<file path="src/rtl/leaf_pkt_pkg.sv">
// leaf_pkt_pkg: shared BFT packet layout for the leaf interface blocks.
// Provides field widths and bit positions, type encodings, the packetizer
// FSM state type and a helper that assembles a 49-bit packet from fields.
package leaf_pkt_pkg;

    localparam int unsigned PKT_W    = 49;
    localparam int unsigned DATA_W   = 32;
    localparam int unsigned LEAF_W   = 5;
    localparam int unsigned PORT_W   = 4;
    localparam int unsigned SEQ_W    = 6;
    localparam int unsigned CREDIT_W = 4;

    localparam int unsigned PAY_LSB   = 0;
    localparam int unsigned SEQ_LSB   = 32;
    localparam int unsigned TYPE_BIT  = 38;
    localparam int unsigned PORT_LSB  = 39;
    localparam int unsigned LEAF_LSB  = 43;
    localparam int unsigned VALID_BIT = 48;

    localparam logic TYPE_DATA   = 1'b0;
    localparam logic TYPE_CREDIT = 1'b1;

    typedef enum logic [1:0] {
        ST_IDLE   = 2'd0,
        ST_RUN    = 2'd1,
        ST_REPLAY = 2'd2
    } pkt_state_e;

    // Build a valid packet; unused bit positions are zero.
    function automatic logic [PKT_W-1:0] pack_pkt(
        input logic [LEAF_W-1:0] leaf,
        input logic [PORT_W-1:0] port,
        input logic              ptype,
        input logic [SEQ_W-1:0]  seq,
        input logic [DATA_W-1:0] payload
    );
        logic [PKT_W-1:0] p;
        p                        = '0;
        p[VALID_BIT]             = 1'b1;
        p[LEAF_LSB +: LEAF_W]    = leaf;
        p[PORT_LSB +: PORT_W]    = port;
        p[TYPE_BIT]              = ptype;
        p[SEQ_LSB +: SEQ_W]      = seq;
        p[PAY_LSB +: DATA_W]     = payload;
        return p;
    endfunction

endpackage

</file>
<file path="src/rtl/leaf_stream_packetizer_if.sv">
// leaf_stream_packetizer_if: 32-bit valid/ready payload stream.
//   s_data  : payload word
//   s_valid : payload valid (master -> slave)
//   s_ready : word accepted when s_valid & s_ready (slave -> master)
interface leaf_stream_packetizer_if;

    logic [leaf_pkt_pkg::DATA_W-1:0] s_data;
    logic                            s_valid;
    logic                            s_ready;

    modport master (output s_data, output s_valid, input  s_ready);
    modport slave  (input  s_data, input  s_valid, output s_ready);

endinterface

</file>
<file path="src/rtl/leaf_sync_fifo.sv">
// leaf_sync_fifo: synchronous FIFO with a registered head word.
//   clk, reset     : clock, synchronous active-high reset
//   i_push, i_data : write request (ignored when full)
//   i_pop          : consume head word (ignored when empty)
//   o_data         : registered head word, valid when !o_empty
//   o_full         : DEPTH words held (array plus head register)
//   o_empty        : no head word available to read
//   o_drained      : no words held anywhere
module leaf_sync_fifo #(
    parameter int unsigned WIDTH = 32,
    parameter int unsigned DEPTH = 16
) (
    input  logic             clk,
    input  logic             reset,
    input  logic             i_push,
    input  logic [WIDTH-1:0] i_data,
    input  logic             i_pop,
    output logic [WIDTH-1:0] o_data,
    output logic             o_full,
    output logic             o_empty,
    output logic             o_drained
);

    localparam int unsigned AW = $clog2(DEPTH);
    localparam int unsigned CW = AW + 1;

    logic [WIDTH-1:0] r_mem [DEPTH];
    logic [AW-1:0]    r_wptr;
    logic [AW-1:0]    r_rptr;
    logic [CW-1:0]    r_mcount;
    logic [WIDTH-1:0] r_head;
    logic             r_head_valid;

    logic w_push;
    logic w_pop;
    logic w_load;

    // Occupancy counts the head register so capacity is exactly DEPTH.
    assign o_full    = (r_mcount + CW'(r_head_valid)) == CW'(DEPTH);
    assign o_empty   = !r_head_valid;
    assign o_drained = !r_head_valid && (r_mcount == '0);
    assign o_data    = r_head;

    assign w_push = i_push && !o_full;
    assign w_pop  = i_pop && r_head_valid;
    assign w_load = (r_mcount != '0) && (!r_head_valid || w_pop);

    // Storage array, no reset needed.
    always_ff @(posedge clk) begin
        if (w_push) begin
            r_mem[r_wptr] <= i_data;
        end
    end

    // Pointers, array count and head register.
    always_ff @(posedge clk) begin
        if (reset) begin
            r_wptr       <= '0;
            r_rptr       <= '0;
            r_mcount     <= '0;
            r_head       <= '0;
            r_head_valid <= 1'b0;
        end else begin
            if (w_push) begin
                r_wptr <= r_wptr + AW'(1);
            end
            if (w_load) begin
                r_rptr       <= r_rptr + AW'(1);
                r_head       <= r_mem[r_rptr];
                r_head_valid <= 1'b1;
            end else if (w_pop) begin
                r_head_valid <= 1'b0;
            end
            if (w_push && !w_load) begin
                r_mcount <= r_mcount + CW'(1);
            end else if (!w_push && w_load) begin
                r_mcount <= r_mcount - CW'(1);
            end
        end
    end

endmodule

</file>
<file path="src/rtl/leaf_stream_packetizer.sv">
// leaf_stream_packetizer: buffers a 32-bit stream and emits BFT data
// packets under credit flow control, with single-packet replay.
//   clk, reset              : clock, synchronous active-high reset
//   ap_start                : leave IDLE, latching dest_leaf/dest_port
//   dest_leaf, dest_port    : destination of emitted packets
//   s_axis                  : payload stream (slave side)
//   din_leaf_bft2interface  : incoming packets; credit packets add credits
//   dout_leaf_interface2bft : registered outgoing packet, zero when idle
//   resend                  : retransmit last data packet
//   busy                    : words buffered or replay pending
//   credit_err              : sticky credit overflow flag
module leaf_stream_packetizer
    import leaf_pkt_pkg::*;
#(
    parameter int unsigned FIFO_DEPTH = 16,
    parameter int unsigned CREDITS    = 8
) (
    input  logic                     clk,
    input  logic                     reset,
    input  logic                     ap_start,
    input  logic [LEAF_W-1:0]        dest_leaf,
    input  logic [PORT_W-1:0]        dest_port,
    leaf_stream_packetizer_if.slave  s_axis,
    input  logic [PKT_W-1:0]         din_leaf_bft2interface,
    output logic [PKT_W-1:0]         dout_leaf_interface2bft,
    input  logic                     resend,
    output logic                     busy,
    output logic                     credit_err
);

    localparam int unsigned CRW  = 4;
    localparam int unsigned SUMW = CRW + 1;

    pkt_state_e        r_state;
    logic [LEAF_W-1:0] r_leaf;
    logic [PORT_W-1:0] r_port;
    logic [CRW-1:0]    r_credits;
    logic [SEQ_W-1:0]  r_seq;
    logic [PKT_W-1:0]  r_replay;
    logic              r_sent;
    logic              r_pending;
    logic [PKT_W-1:0]  r_dout;
    logic              r_credit_err;

    logic [DATA_W-1:0] w_head;
    logic              w_full;
    logic              w_empty;
    logic              w_drained;
    logic              w_push;
    logic              w_emit;
    logic              w_replay;
    logic              w_credit_in;
    logic [SUMW-1:0]   w_credit_sum;
    logic [PKT_W-1:0]  w_pkt;
    logic              w_unused_din;

    assign s_axis.s_ready          = (r_state != ST_IDLE) && !w_full;
    assign w_push                  = s_axis.s_valid && s_axis.s_ready;
    assign busy                    = !w_drained || r_pending;
    assign credit_err              = r_credit_err;
    assign dout_leaf_interface2bft = r_dout;

    // Fresh data may go out in RUN or in the cycle REPLAY hands back to RUN.
    assign w_emit   = (r_state != ST_IDLE) && !w_empty && (r_credits != '0) && !r_pending;
    assign w_replay = (r_state == ST_RUN) && r_pending && r_sent;
    assign w_pkt    = pack_pkt(r_leaf, r_port, TYPE_DATA, r_seq, w_head);

    assign w_credit_in  = din_leaf_bft2interface[VALID_BIT] &&
                          (din_leaf_bft2interface[TYPE_BIT] == TYPE_CREDIT);
    assign w_credit_sum = SUMW'(r_credits)
                        + (w_credit_in ? SUMW'(din_leaf_bft2interface[CREDIT_W-1:0]) : SUMW'(0))
                        - SUMW'(w_emit);

    assign w_unused_din = ^{din_leaf_bft2interface[PKT_W-2:TYPE_BIT+1],
                            din_leaf_bft2interface[TYPE_BIT-1:CREDIT_W]};

    leaf_sync_fifo #(
        .WIDTH (DATA_W),
        .DEPTH (FIFO_DEPTH)
    ) u_fifo (
        .clk       (clk),
        .reset     (reset),
        .i_push    (w_push),
        .i_data    (s_axis.s_data),
        .i_pop     (w_emit),
        .o_data    (w_head),
        .o_full    (w_full),
        .o_empty   (w_empty),
        .o_drained (w_drained)
    );

    // Control FSM with credit, sequence and replay bookkeeping.
    always_ff @(posedge clk) begin
        if (reset) begin
            r_state      <= ST_IDLE;
            r_leaf       <= '0;
            r_port       <= '0;
            r_credits    <= CRW'(CREDITS);
            r_seq        <= '0;
            r_replay     <= '0;
            r_sent       <= 1'b0;
            r_pending    <= 1'b0;
            r_dout       <= '0;
            r_credit_err <= 1'b0;
        end else begin
            r_dout <= '0;

            if (w_credit_sum > SUMW'(CREDITS)) begin
                r_credits    <= CRW'(CREDITS);
                r_credit_err <= 1'b1;
            end else begin
                r_credits <= w_credit_sum[CRW-1:0];
            end

            // A new request wins over clearing, so resend during REPLAY re-arms.
            if (resend) begin
                r_pending <= 1'b1;
            end else if (w_replay || (r_pending && !r_sent)) begin
                r_pending <= 1'b0;
            end

            unique case (r_state)
                ST_IDLE: begin
                    if (ap_start) begin
                        r_leaf  <= dest_leaf;
                        r_port  <= dest_port;
                        r_state <= ST_RUN;
                    end
                end
                ST_RUN: begin
                    if (w_replay) begin
                        r_dout  <= r_replay;
                        r_state <= ST_REPLAY;
                    end
                end
                ST_REPLAY: begin
                    r_state <= ST_RUN;
                end
                default: begin
                    r_state <= ST_IDLE;
                end
            endcase

            if (w_emit) begin
                r_dout   <= w_pkt;
                r_replay <= w_pkt;
                r_seq    <= r_seq + SEQ_W'(1);
                r_sent   <= 1'b1;
            end
        end
    end

endmodule

</file>
<file path="src/flat_wrapper.sv">
// flat-port wrapper written by rule: the top's interface ports become plain ports
module leaf_stream_packetizer_flat import leaf_pkt_pkg::*;
#(
    parameter int unsigned FIFO_DEPTH = 16,
    parameter int unsigned CREDITS    = 8
)
  (clk, reset, ap_start, dest_leaf, dest_port, din_leaf_bft2interface, dout_leaf_interface2bft, resend, busy, credit_err, s_axis_s_data, s_axis_s_valid, s_axis_s_ready);
  leaf_stream_packetizer_if s_axis_i ();
  input  logic clk;
  input  logic reset;
  input  logic ap_start;
  input  logic [LEAF_W-1:0] dest_leaf;
  input  logic [PORT_W-1:0] dest_port;
  input  logic [PKT_W-1:0] din_leaf_bft2interface;
  output logic [PKT_W-1:0] dout_leaf_interface2bft;
  input  logic resend;
  output logic busy;
  output logic credit_err;
  input wire logic [$bits(s_axis_i.s_data)-1:0] s_axis_s_data;
  input wire logic [$bits(s_axis_i.s_valid)-1:0] s_axis_s_valid;
  output wire logic [$bits(s_axis_i.s_ready)-1:0] s_axis_s_ready;
  assign s_axis_i.s_data = s_axis_s_data;
  assign s_axis_i.s_valid = s_axis_s_valid;
  assign s_axis_s_ready = s_axis_i.s_ready;
  leaf_stream_packetizer #(.FIFO_DEPTH(FIFO_DEPTH), .CREDITS(CREDITS)) u_core (.clk(clk), .reset(reset), .ap_start(ap_start), .dest_leaf(dest_leaf), .dest_port(dest_port), .s_axis(s_axis_i), .din_leaf_bft2interface(din_leaf_bft2interface), .dout_leaf_interface2bft(dout_leaf_interface2bft), .resend(resend), .busy(busy), .credit_err(credit_err));
endmodule
</file>
<file path="config.mk">
export PLATFORM = sky130hd
export DESIGN_NAME = leaf_stream_packetizer_flat
export DESIGN_NICKNAME = d
export VERILOG_FILES = /design/src/rtl/leaf_pkt_pkg.sv /design/src/rtl/leaf_stream_packetizer_if.sv /design/src/rtl/leaf_sync_fifo.sv /design/src/rtl/leaf_stream_packetizer.sv /design/src/flat_wrapper.sv
export SDC_FILE = /design/constraint.sdc
export NUM_CORES = 1
export LEC_CHECK = 0
export ABC_AREA = 1
export CORE_ASPECT_RATIO = 1.75
export CORE_MARGIN = 2
export CORE_UTILIZATION = 53
export DETAILED_ROUTE_END_ITERATION = 8
export MAX_ROUTING_LAYER = met4
export PLACE_DENSITY = 0.75
export REMOVE_ABC_BUFFERS = 1
export SYNTH_ARGS = -nofsm -noshare
export SYNTH_HDL_FRONTEND = slang
export SYNTH_SLANG_ARGS = --single-unit
export TNS_END_PERCENT = 1
</file>
<file path="constraint.sdc">
create_clock -name clk -period 11.81 [get_ports clk]
set_input_delay 2.362 -clock clk [delete_from_list [all_inputs] [get_ports clk]]
set_output_delay 2.362 -clock clk [all_outputs]
set_load 0.005 [all_outputs]
</file>
# Yosys cells after proc, flatten, opt, wreduce, memory -nomap -nowiden
# Memory sizes are Yosys's and may differ from the RTL's. A register that Yosys moved wholly into a read port is not among the register bits.
# Cells that the tools add are included.
# totals
input_bits	95
ram_bits	512
register_bits	134
word_cells	80
n_memories	1
out_inout_bits	52
# mem_list
memory	words	word_bits	read_ports	rd_ports_with_merged_regs	wr	line	source
u_core.u_fifo.r_mem	16	32	1	1	1	leaf_sync_fifo.sv:27	logic [WIDTH-1:0] r_mem [DEPTH];
# op_classes
add_sub_neg	8
n_reduce_logical	36
n_lt_le_gt_ge	1
muxes	15
n_eq_ne	5
# op_table
operator	n
49-bit 2-to-1 mux	3
1-bit logical AND	15
5-bit 2-to-1 mux	2
4-bit by 1-bit adder with 4-bit output (second input constant)	2
2-bit nonzero test	4
1-bit logical NOT	7
6-bit by 1-bit adder with 6-bit output (second input constant)	1
1-bit 2-to-1 mux	6
2-bit one-hot mux with 3 select lines	1
4-bit by 5-bit adder with 5-bit output	1
5-bit by 1-bit adder with 5-bit output	1
5-bit by 1-bit adder with 5-bit output (second input constant)	1
5-bit equality test (second input constant)	1
5-bit by 4-bit > comparator with 1-bit output (second input constant)	1
5-bit logical NOT	1
5-bit nonzero test	1
5-bit by 1-bit subtractor with 5-bit output	1
5-bit by 1-bit subtractor with 5-bit output (second input constant)	1
2-bit 2-to-1 mux	2
4-bit 2-to-1 mux	1
2-bit AND reduction	2
4-bit nonzero test	1
1-bit logical OR	3
2-bit by 1-bit equality test with 1-bit output (second input constant)	1
other kinds (5)	5

# Logic depth before layout (Yosys ltp)
# Gate-level depths: netlist of run 1.
# depth
word_depth	10
ltp_mapped	20
ltp_nobuf	19

# By module
# From an unflattened synthesis of run 1, not the netlist that was laid out.
# hier_totals
hier_cells	2842
area_unflattened_um2	28054.4
# by_module_without_submodules
module	seq_area_each_um2	cells_each	n_inst	area_per_inst_um2
leaf_sync_fifo	16295.6	2306	1	23759.0
leaf_stream_packetizer	2382.3	536	1	4295.4

# Least setup slack after synthesis of run 1
# Ideal clock, no wire load.
# synth_path
path_kind	input port to flip-flop
from	input s_axis_s_valid
to	memory u_core.u_fifo.r_mem[0][0] (enable)
slack_ns	6.490
t_required_ns	11.349
arrival_time_ns	4.859
setup_ns	0.461
n_path_buf	1
cell_stages	3
cell_sequence	nand3_1 > buf_2 > nor3_1
# synth_between
elab_chain_len	4
# synth_rtl
element	line	source
start, declared	flat_wrapper.sv:20	input wire logic [$bits(s_axis_i.s_valid)-1:0] s_axis_s_valid;
1-bit logical AND	leaf_stream_packetizer.sv:58	assign w_push = s_axis.s_valid && s_axis.s_ready;
1-bit logical AND	leaf_sync_fifo.sv:44	assign w_push = i_push && !o_full;
1-bit 2-to-1 mux	leaf_sync_fifo.sv:50	if (w_push) begin
1-bit 2-to-1 mux (not written as such)	leaf_sync_fifo.sv:51	r_mem[r_wptr] <= i_data;
end, declared	leaf_sync_fifo.sv:27	
# No other way between the ends.

# Worst setup path after layout of run 1
# layout_path
from	register u_core.u_fifo.r_mcount[0]
to	output s_axis_s_ready
# layout_between
elab_chain_len	4
# layout_rtl
element	line	source
start, declared	leaf_sync_fifo.sv:30	logic [CW-1:0] r_mcount;
start signal, assigned	leaf_sync_fifo.sv:75	r_mcount <= r_mcount + CW'(1);
start signal, assigned	leaf_sync_fifo.sv:77	r_mcount <= r_mcount - CW'(1);
5-bit by 1-bit adder with 5-bit output	leaf_sync_fifo.sv:39	assign o_full = (r_mcount + CW'(r_head_valid)) == CW'(DEPTH);
5-bit equality test	leaf_sync_fifo.sv:39	
1-bit logical NOT	leaf_stream_packetizer.sv:57	assign s_axis.s_ready = (r_state != ST_IDLE) && !w_full;
1-bit logical AND	leaf_stream_packetizer.sv:57	
end, declared	flat_wrapper.sv:21	output wire logic [$bits(s_axis_i.s_ready)-1:0] s_axis_s_ready;
# No other way between the ends.

==> run_results.csv, run 1 <==
group,metric,value,unit
run_status,status,"finished, final reports clean",
power_and_ir_drop,p_int,4.14,mW
routing,drt_iter0_drc,1605,
grt,grt_util_all_layers,24.4,%
logic_synthesis,syn_area,27400,um^2
power_and_ir_drop,p_leak,12.0,nW
grt,antenna_found_initial,1,
clock_tree,hold_buffers,0,
logic_synthesis,synth_top_cell_area_share,56.1,%
floorplan,initial_core_util,53.4,%
timing,fin_ws,6.99,ns
floorplan,io-pin-count,147,
clock_tree,cts_root_buf,"clkbuf_16",
place,place_congestion,0.840,
power_and_ir_drop,p_comb_share,26.0,%
place,numPlacedInstances,3354,
clock_tree,clk_latency,0.60,ns
clock_tree,clockBufferDepth,3,
timing,slew_violations,0,
timing,tns,0,ns
clock_tree,cts_resized,0,
routing,wirelength,63700,um
clock_tree,cts_buffers,56,
power_and_ir_drop,clockPowerShare,29.4,%
timing,period_needed,4.82,ns
clock_tree,path_clk_slew,0.07,ns
routing,drcViolationCount,0,
final_layout,layout.cells.non_filler,3460,
place,portBuffers,102,
setup_path,cp_cell_sequence,"ha_1, ha_1, nand3_1, nand2_1, nand2_1, a31oi_1, clkdlybuf4s50_1",
min_path,worstHoldPathType,"flip-flop to flip-flop",
clock_tree,clock_sinks,677,
timing,slew_headroom,23.0,%
min_path,worstHoldStart,"u_core.r_replay[37]",
timing,setup_violations,0,
logic_synthesis,syn_avg_cell_area,10.2,um^2
logic_synthesis,async_reset_ff_share,0,%
timing,finalHoldViolCount,0,
logic_synthesis,syn_inst,2692,
clock_tree,post_cts_buffers,0,
final_layout,drive_gt1_share,6.06,%
floorplan,die_h,305,um
grt,grt_pass1_vias,18425,
power_and_ir_drop,swShare,33.0,%
power_and_ir_drop,power_switching,2.04,mW
timing,tightest_slew,1.16,ns
setup_path,worst_ep_required_time,9.45,ns
floorplan,fp-row-count,110,
min_path,min_to,"u_core.r_replay[37]",
logic_synthesis,yosys-top-cells-count,"nand2_1, edfxtp_1, nand3_1",
logic_synthesis,synth.largest_area_cell,"edfxtp_1",
place,dp_slack,6.57,ns
power_and_ir_drop,vdd_ir_drop_max,0.000143,V
clock_tree,cts_tree,"built",
power_and_ir_drop,seqPwrFrac,44.6,%
logic_synthesis,synth_most_common_cell,"nand2_1",
setup_path,end_kind,"output pin",
power_and_ir_drop,p_per_area,201,nW/um^2
setup_path,setup.worst_path.start_class,"flip-flop",
timing,skew,0.0113,ns
timing,max_freq,207,MHz
timing,finalCritPeriodShare,40.8,%
floorplan,die_x,176,um
logic_synthesis,synth_cell_types,33,
floorplan,core_area,51300,um^2
setup_path,critPathArrivalTime,2.46,ns
setup_path,rr_worst_depth,19,
setup_path,slowest_stage,"clkdlybuf4s50_1",
setup_path,r2r_start,"u_core.u_fifo.r_mcount[0]",
setup_path,critPathMaxStageDelay,0.55,ns
routing,routedWlPerCell,18.4,um
routing,dr.pass1.iters,5,
logic_synthesis,ys_seq_area_share,68.1,%
setup_path,rrSetupSlack,8.19,ns
final_layout,syn_to_final_growth,12.1,%
job,max_cap_viol_count,0,
setup_path,critPathKind,"flip-flop to output pin",
place,hpwl,32600,um
floorplan,die_area,53600,um^2
routing,via_per_inst,5.49,
grt,grt_pass1_wl,98000,um
final_layout,nets,2858,
setup_path,r2r-end,"u_core.u_fifo.r_mcount[4]",
grt,grt_max_degree,147,
logic_synthesis,ys_warn_count,0,
logic_synthesis,synth.area.top_cells,"edfxtp_1, nand2_1, dfxtp_1",
logic_synthesis,ys_seq_elements,677,
timing,rsz0062_at_grt,"no",
logic_synthesis,synth_top_flop_cell,"edfxtp_1",
setup_path,path_max_fanout,4,
routing,via_count,18982,
clock_tree,h-tree-depth,2,
power_and_ir_drop,p_total,6.18,mW
routing,postRouteAntennaNets,0,
grt,overflow,0,
min_path,hold_depth,2,
logic_synthesis,synth-edff-count,512,
==> layout make-up <==
class | count | area, um^2
Sequential cell | 677 | 18700
Timing Repair Buffer | 136 | 1270
Tap cell | 672 | 841
Clock buffer | 83 | 1580
Multi-Input combinational cell | 1677 | 7410
Fill cell | 3957 | 20600
Antenna cell | 1 | 2.50
Inverter | 192 | 729
Clock inverter | 22 | 206
==> power groups by stage <==
stage | registers [mW] | clock network [mW] | logic [mW]
final | 2.76 | 1.81 | 1.61
after global routing | 2.77 | 1.93 | 1.81
after CTS | 2.76 | 1.84 | 1.60
after detailed placement | 2.81 | 0 | 1.59
after global placement | 2.80 | 0 | 1.52
after floorplan | 2.84 | 0 | 1.15
==> critical path, delay by kind of cell, from the launching register on <==
kind | cells | cell delay [ns]
AOI/OAI and AO/OA | 1 | 0.26
buffers and inverters | 1 | 0.55
and+or+nand+nor | 3 | 0.23
adders and majority gates | 2 | 0.42
DFF | 1 | 0.41
==> metal layers <==
metal / GRT usage [%] / share of wire (%)
met2: 41.4 / 50
met1: 28.3 / 38
met4: 12.5 / 4.9
met3: 3.18 / 7.2
met5: - / 0
==> worst max-delay path by stage <==
stage / startpoint / cells after the start / to
after floorplan: u_core.u_fifo.r_rptr[0] / 7 / u_core.u_fifo.o_data[10]
after global placement: s_axis_s_valid / 11 / u_core.u_fifo.r_mcount[3]
after detailed placement: s_axis_s_valid / 11 / u_core.u_fifo.r_mcount[3]
after CTS: u_core.u_fifo.r_mcount[0] / 7 / s_axis_s_ready
after global routing: u_core.u_fifo.r_mcount[0] / 7 / s_axis_s_ready
final: u_core.u_fifo.r_mcount[0] / 7 / s_axis_s_ready
==> flip-flops by register name (all words and copies together) (netlist names), 5 cells and up <==
signal,count
u_core.u_fifo.r_mem,512
u_core.dout_leaf_interface2bft,48
u_core.r_replay,47
u_core.u_fifo.o_data,32
u_core.r_seq,6
u_core.r_leaf,5
u_core.u_fifo.r_mcount,5
==> layout by cell type, fill, tap and decap left out, drive strengths merged, types with 5 or more instances in the layout <==
cell type	n
clkinvlp	5
o211ai	7
nor3	20
nand3	268
xor2	9
o21ai	58
clkbuf	83
a21oi	117
clkinv	15
clkdlybuf4s50	101
edfxtp	512
buf	35
inv	191
dfxtp	165
ha	21
nor2	119
nand2	1036
nand4	7
==> stage by stage <==
step / util [%] / hold slack [ns] / area, um^2
floorplan: - / 0.439 / 26700
global placement: 56.4 / 0.450 / 28900
detailed placement: 56.4 / 0.455 / 28900
CTS: 59.9 / 0.465 / 30700
global route: 59.9 / 0.472 / 30700
finish: 59.9 / 0.465 / 30700
==> logic make-up after synthesis <==
group | after synthesis | share of synthesized area, %
flops | 677 | 68.1
fa+ha+maj | 23 | 1.10
compound gates | 185 | 3.73
buf+inv | 338 | 5.16
other cells | 1 | 0.0137
simple gates | 1455 | 21.4
mux | 1 | 0.0365
xor+xnor | 12 | 0.383
(Power assumes the default switching activity.)
==> run 2, diff against run 1 <==
==> constraint.sdc (replaced) <==
create_clock -name clk -period 4.9 [get_ports clk]
set_input_delay 0.98 -clock clk [delete_from_list [all_inputs] [get_ports clk]]
set_output_delay 0.98 -clock clk [all_outputs]
set_load 0.005 [all_outputs]
==> run 2 against run 1 <==
Compared with the run above:
- global-route usage is 0.72 points higher
- hold slack about the same
- final area up 0.82%
- sequential share of layout area down 0.49 points
- cell count is essentially flat
- via count up 1.6%
==> run_results.csv, run 2 (synthesis results as in run 1) <==
group,metric,value,unit
floorplan,fp-row-count,110,
place,portBuffers,102,
timing,slew_headroom,26.8,%
timing,hold-worst-slack,0.465,ns
routing,postRouteAntennaNets,0,
final_layout,layout_commonest_cell,"nand2_1",
clock_tree,hold_buffers,0,
floorplan,die_area,53600,um^2
power_and_ir_drop,clockPowerShare,31.0,%
min_path,worstHoldPathType,"flip-flop to flip-flop",
power_and_ir_drop,p_int,10.4,mW
final_layout,syn_to_final_growth,13.0,%
grt,grt_util_all_layers,25.1,%
floorplan,io-pin-count,147,
setup_path,rrSetupSlack,1.70,ns
timing,tns,0,ns
timing,finalCritPeriodShare,69.9,%
grt,overflow,0,
timing,slew_violations,0,
setup_path,critPathKind,"flip-flop to output pin",
place,dp_slack,1.57,ns
floorplan,die_x,176,um
clock_tree,cts_root_buf,"clkbuf_16",
run_status,status,"finished, final reports clean",
place,place_congestion,0.825,
grt,grt_pass1_wl,100000,um
clock_tree,clockBufferDepth,3,
timing,rsz0062_at_grt,"no",
setup_path,rr_worst_depth,20,
clock_tree,clk_latency,0.60,ns
setup_path,path_max_fanout,4,
power_and_ir_drop,p_comb_share,25.6,%
routing,via_count,19278,
setup_path,end_kind,"output pin",
clock_tree,clock_sinks,677,
setup_path,r2r_start,"u_core.u_fifo.r_head_valid",
routing,drt_iter0_drc,1966,
min_path,hold_depth,2,
place,hpwl,33400,um
setup_path,worst_ep_required_time,3.92,ns
setup_path,slowest_stage,"clkdlybuf4s50_1",
final_layout,top_register,"u_core.u_fifo.r_mem",
power_and_ir_drop,seqPwrFrac,43.4,%
timing,setup_violations,0,
setup_path,critPathArrivalTime,2.44,ns
min_path,worstHoldStart,"u_core.r_replay[4]",
setup_path,setup.worst_path.start_class,"flip-flop",
timing,finalHoldViolCount,0,
timing,skew,0.0166,ns
power_and_ir_drop,swShare,32.2,%
place,numPlacedInstances,3354,
setup_path,r2r-end,"u_core.u_fifo.r_mcount[4]",
clock_tree,h-tree-depth,2,
clock_tree,cts_resized,0,
timing,max_freq,292,MHz
floorplan,initial_core_util,53.4,%
final_layout,largest_reg_flops,512,
timing,tightest_slew,1.10,ns
routing,routedWlPerCell,19.0,um
power_and_ir_drop,vdd_ir_drop_max,0.000419,V
clock_tree,cts_buffers,56,
routing,dr.pass1.iters,6,
power_and_ir_drop,power_switching,4.94,mW
power_and_ir_drop,p_per_area,495,nW/um^2
final_layout,n_fill_cell,3906,
final_layout,drive_gt1_share,6.14,%
grt,grt_pass1_vias,18963,
grt,grt_max_degree,120,
job,max_cap_viol_count,0,
power_and_ir_drop,p_leak,12.1,nW
routing,drcViolationCount,0,
clock_tree,cts_tree,"built",
timing,fin_ws,1.48,ns
timing,period_needed,3.42,ns
power_and_ir_drop,p_total,15.3,mW
setup_path,cp_cell_sequence,"ha_1, ha_1, nand3_1, nand2_1, nand2_1, a31oi_1, clkdlybuf4s50_1",
routing,wirelength,65900,um
routing,via_per_inst,5.57,
min_path,min_to,"u_core.dout_leaf_interface2bft[4]",
final_layout,layout_common_cells,"nand2_1, edfxtp_1, nand3_1",
setup_path,critPathMaxStageDelay,0.56,ns
floorplan,core_area,51300,um^2
clock_tree,path_clk_slew,0.07,ns
grt,antenna_found_initial,1,
final_layout,nets,2858,
final_layout,layout.cells.non_filler,3459,
clock_tree,post_cts_buffers,0,
floorplan,die_h,305,um
==> run 2: cell types whose count changed in the layout (fill, tap and decap cells not counted), moves of 4 or more <==
cell       before  now
clkbuf_1       19   12
bufinv_16       3    8
buf_12          0    4
buf_4          35   31
clkbuf_16      56   60
clkinv_1        6   10
==> run 2: area by class of cell <==
class                   count  area (um^2)  share of cell area [%]
flip-flops and latches    677        18700                    60.3
multi-input cells        1677         7410                    23.9
clock buffers              82         1680                    5.44
repair buffers            136         1320                    4.27
well taps                 672          841                    2.71
inverters                 192          729                    2.35
clock inverters            22          307                   0.989
diodes                      1         2.50                 0.00808
==> run 2: metrics by stage <==
stage	utilization, %	instance area (um^2)
after global placement	56.5	29000
after detailed placement	56.5	29000
after CTS	60.3	31000
after floorplan	-	26700
after global routing	60.4	31000
final	60.4	31000
==> run 2: power groups by stage <==
stage | clock network, mW | logic, mW | registers [mW]
final | 4.75 | 3.93 | 6.65
after detailed placement | 0 | 3.87 | 6.77
after global placement | 0 | 3.68 | 6.76
after global routing | 5.02 | 4.39 | 6.67
after floorplan | 0 | 2.78 | 6.86
after CTS | 4.81 | 3.90 | 6.64
==> run 2: worst max-delay path, delay by kind of cell, from the launching register on <==
kind	cells	cell delay (ns)
AOI/OAI and AO/OA	1	0.27
adders and majority gates	2	0.43
buffers and inverters	1	0.56
DFF	1	0.40
and+or+nand+nor	3	0.21
==> run 2: metal layers <==
layer  vias to the layer above  track usage (%)  part of all wire, %
met2                       929             43.6                   51
met1                      9192             28.3                   37
met4                         0             12.3                  4.5
met5                         -                -                    0
li1                       8954                -                    -
met3                       203             3.58                  7.7
==> run 2: how the worst max path moves through the flow <==
stage / startpoint / to / slack (ns) / cells after the start
2_1_floorplan: u_core.u_fifo.r_rptr[0] / u_core.u_fifo.o_data[10] / -4.49 / 7
5_1_grt: u_core.u_fifo.r_head_valid / s_axis_s_ready / 1.26 / 7
6_report: u_core.u_fifo.r_head_valid / s_axis_s_ready / 1.48 / 7
3_5_place_dp: s_axis_s_valid / u_core.u_fifo.r_mcount[4] / 1.57 / 15
3_3_place_gp: s_axis_s_valid / u_core.u_fifo.r_mcount[4] / 1.66 / 15
4_1_cts: u_core.u_fifo.r_head_valid / s_axis_s_ready / 1.39 / 7
==> run 3, diff against run 2 <==
--- a/config.mk
+++ b/config.mk
@@ -11,7 +11,7 @@
 export CORE_UTILIZATION = 53
 export DETAILED_ROUTE_END_ITERATION = 8
 export MAX_ROUTING_LAYER = met4
-export PLACE_DENSITY = 0.75
+export PLACE_DENSITY = 0.78
 export REMOVE_ABC_BUFFERS = 1
 export SYNTH_ARGS = -nofsm -noshare
 export SYNTH_HDL_FRONTEND = slang
==> constraint.sdc (replaced) <==
create_clock -name clk -period 3.1 [get_ports clk]
set_input_delay 0.62 -clock clk [delete_from_list [all_inputs] [get_ports clk]]
set_output_delay 0.62 -clock clk [all_outputs]
set_load 0.005 [all_outputs]
==> run 3 against run 2 <==
Compared with the run above:
- total power grew 55%
- largest cell class unchanged
- clock power grew 47%
- hold slack lost 0.0046 ns
- setup slack lost 1.4 ns
- die area is the same
- cell count grew 0.52%
- final area grew 0.44%
- non-clock buffer count grew 17
- sequential share of layout area shrank 0.27 points
- core utilization grew 0.27 points
- register-to-register slack lost 1.4 ns
==> run_results.csv, run 3 (synthesis results as in run 1) <==
group,metric,value,unit
run_status,status,"finished, final reports clean",
timing,fin_ws,0.0827,ns
min_path,worstHoldPathType,"primary input to flip-flop",
job,max_cap_viol_count,0,
routing,wirelength,65100,um
timing,finalHoldViolCount,0,
floorplan,die_h,305,um
grt,grt_max_degree,116,
floorplan,fp-row-count,110,
final_layout,largest_reg_flops,512,
power_and_ir_drop,seqPwrFrac,43.1,%
routing,postRouteAntennaNets,0,
routing,dr.pass1.iters,5,
routing,via_count,19150,
final_layout,multi_input_area,7420,um^2
final_layout,top_register,"u_core.u_fifo.r_mem",
setup_path,setup.worst_path.end,"s_axis_s_ready",
timing,setup_violations,0,
clock_tree,cts_tree,"built",
power_and_ir_drop,clockPowerShare,29.3,%
setup_path,worst_ep_required_time,2.48,ns
clock_tree,path_clk_slew,0.07,ns
power_and_ir_drop,p_per_area,765,nW/um^2
power_and_ir_drop,p_leak,12.2,nW
floorplan,core_area,51300,um^2
final_layout,layout_common_cells,"nand2_1, edfxtp_1, nand3_1",
setup_path,r2r_start,"u_core.u_fifo.r_head_valid",
final_layout,regArea,18700,um^2
power_and_ir_drop,p_total,23.8,mW
final_layout,syn_to_final_growth,13.5,%
grt,grt_pass1_wl,101000,um
clock_tree,clockBufferDepth,3,
final_layout,drive_gt1_share,7.17,%
timing,skew,0.0258,ns
power_and_ir_drop,vdd_ir_drop_max,0.000637,V
setup_path,critPathArrivalTime,2.40,ns
timing,max_freq,331,MHz
routing,routedWlPerCell,18.7,um
timing,hold-worst-slack,0.460,ns
setup_path,critPathKind,"flip-flop to output pin",
timing,tightest_slew,1.16,ns
place,dp_slack,0.212,ns
setup_path,cp-startpoint,"u_core.u_fifo.r_head_valid",
timing,slew_violations,0,
place,hpwl,34800,um
clock_tree,post_cts_buffers,0,
final_layout,layout_commonest_cell,"nand2_1",
power_and_ir_drop,p_int,15.9,mW
floorplan,die_x,176,um
timing,rsz0062_at_grt,"no",
grt,antenna_found_initial,3,
timing,slew_headroom,22.4,%
timing,finalCritPeriodShare,97.3,%
grt,grt_util_all_layers,24.9,%
routing,drt_iter0_drc,2050,
clock_tree,h-tree-depth,2,
clock_tree,cts_buffers,55,
power_and_ir_drop,power_switching,7.90,mW
routing,drcViolationCount,0,
setup_path,path_max_fanout,4,
final_layout,nets,2874,
power_and_ir_drop,p_comb_share,27.6,%
routing,via_per_inst,5.51,
power_and_ir_drop,swShare,33.2,%
floorplan,initial_core_util,53.4,%
grt,grt_pass1_vias,19061,
setup_path,r2r-end,"u_core.u_fifo.r_mcount[4]",
setup_path,rrSetupSlack,0.32,ns
place,portBuffers,102,
setup_path,end_kind,"output pin",
clock_tree,cts_root_buf,"clkbuf_16",
clock_tree,clock_sinks,677,
min_path,worstHoldStart,"reset",
setup_path,rr_worst_depth,19,
setup_path,setup.worst_path.start_class,"flip-flop",
floorplan,io-pin-count,147,
floorplan,die_area,53600,um^2
final_layout,n_fill_cell,3850,
grt,overflow,0,
clock_tree,clk_latency,0.61,ns
place,place_congestion,0.799,
timing,period_needed,3.02,ns
==> run 3: metal layers <==
metal / up-vias / routed length [um] / global-route usage, % / share of wire (%)
li1: 8990 / - / - / -
met1: 9076 / 23400 / 27.7 / 36
met2: 869 / 33500 / 43.7 / 51
met3: 215 / 5210 / 3.49 / 8.0
met4: 0 / 3000 / 12.2 / 4.6
met5: - / 0 / - / 0
==> run 3: worst max-delay path, stage by stage (launching register included) <==
cell             delay, ns
dfxtp_1               0.40
ha_2                  0.23
ha_1                  0.19
nand3_1               0.09
nand2_1               0.08
nand2_1               0.07
a31oi_2               0.21
clkdlybuf4s50_1       0.53
==> run 3: how the worst min path moves through the flow <==
stage	to	slack (ns)	depth (start not counted)
after floorplan	u_core.dout_leaf_interface2bft[0]	0.44	2
after global placement	u_core.r_replay[34]	0.45	2
after detailed placement	u_core.r_replay[14]	0.46	2
after CTS	u_core.r_replay[3]	0.45	2
after global routing	u_core.r_replay[22]	0.46	2
final	u_core.r_replay[22]	0.46	2
==> run 3: through the flow <==
stage | utilization [%] | std cells | TNS [ns] | area (um^2)
2_1_floorplan | - | 2546 | -811.41 | 26700
3_5_place_dp | 57.0 | 3371 | 0 | 29300
4_1_cts | 60.6 | 3474 | 0 | 31100
5_1_grt | 60.6 | 3477 | 0 | 31100
6_report | 60.6 | 3477 | 0 | 31100
3_3_place_gp | 57.0 | 3371 | 0 | 29300
==> run 3: what timing repair did <==
action | in CTS | in global routing
resized for setup | 0 | 3
endpoints found under the setup margin | 0 | 1
hold buffers | 0 | 0
==> run 3: layout make-up <==
cell class,instances,share of cell area [%]
timing repair buffer,153,5.19
clock buffer,76,5.21
clock inverter,27,0.647
multi-input combinational,1677,23.8
sequential,677,60.0
tap,672,2.70
inverter,192,2.34
antenna,3,0.0241
==> run 3: power groups by stage <==
stage	logic [mW]	registers (mW)	clock network (mW)
after floorplan	3.58	10.7	0
after global placement	6.24	10.4	0
after detailed placement	6.47	10.5	0
after CTS	6.55	10.3	7.05
after global routing	7.40	10.3	7.38
final	6.57	10.3	6.97
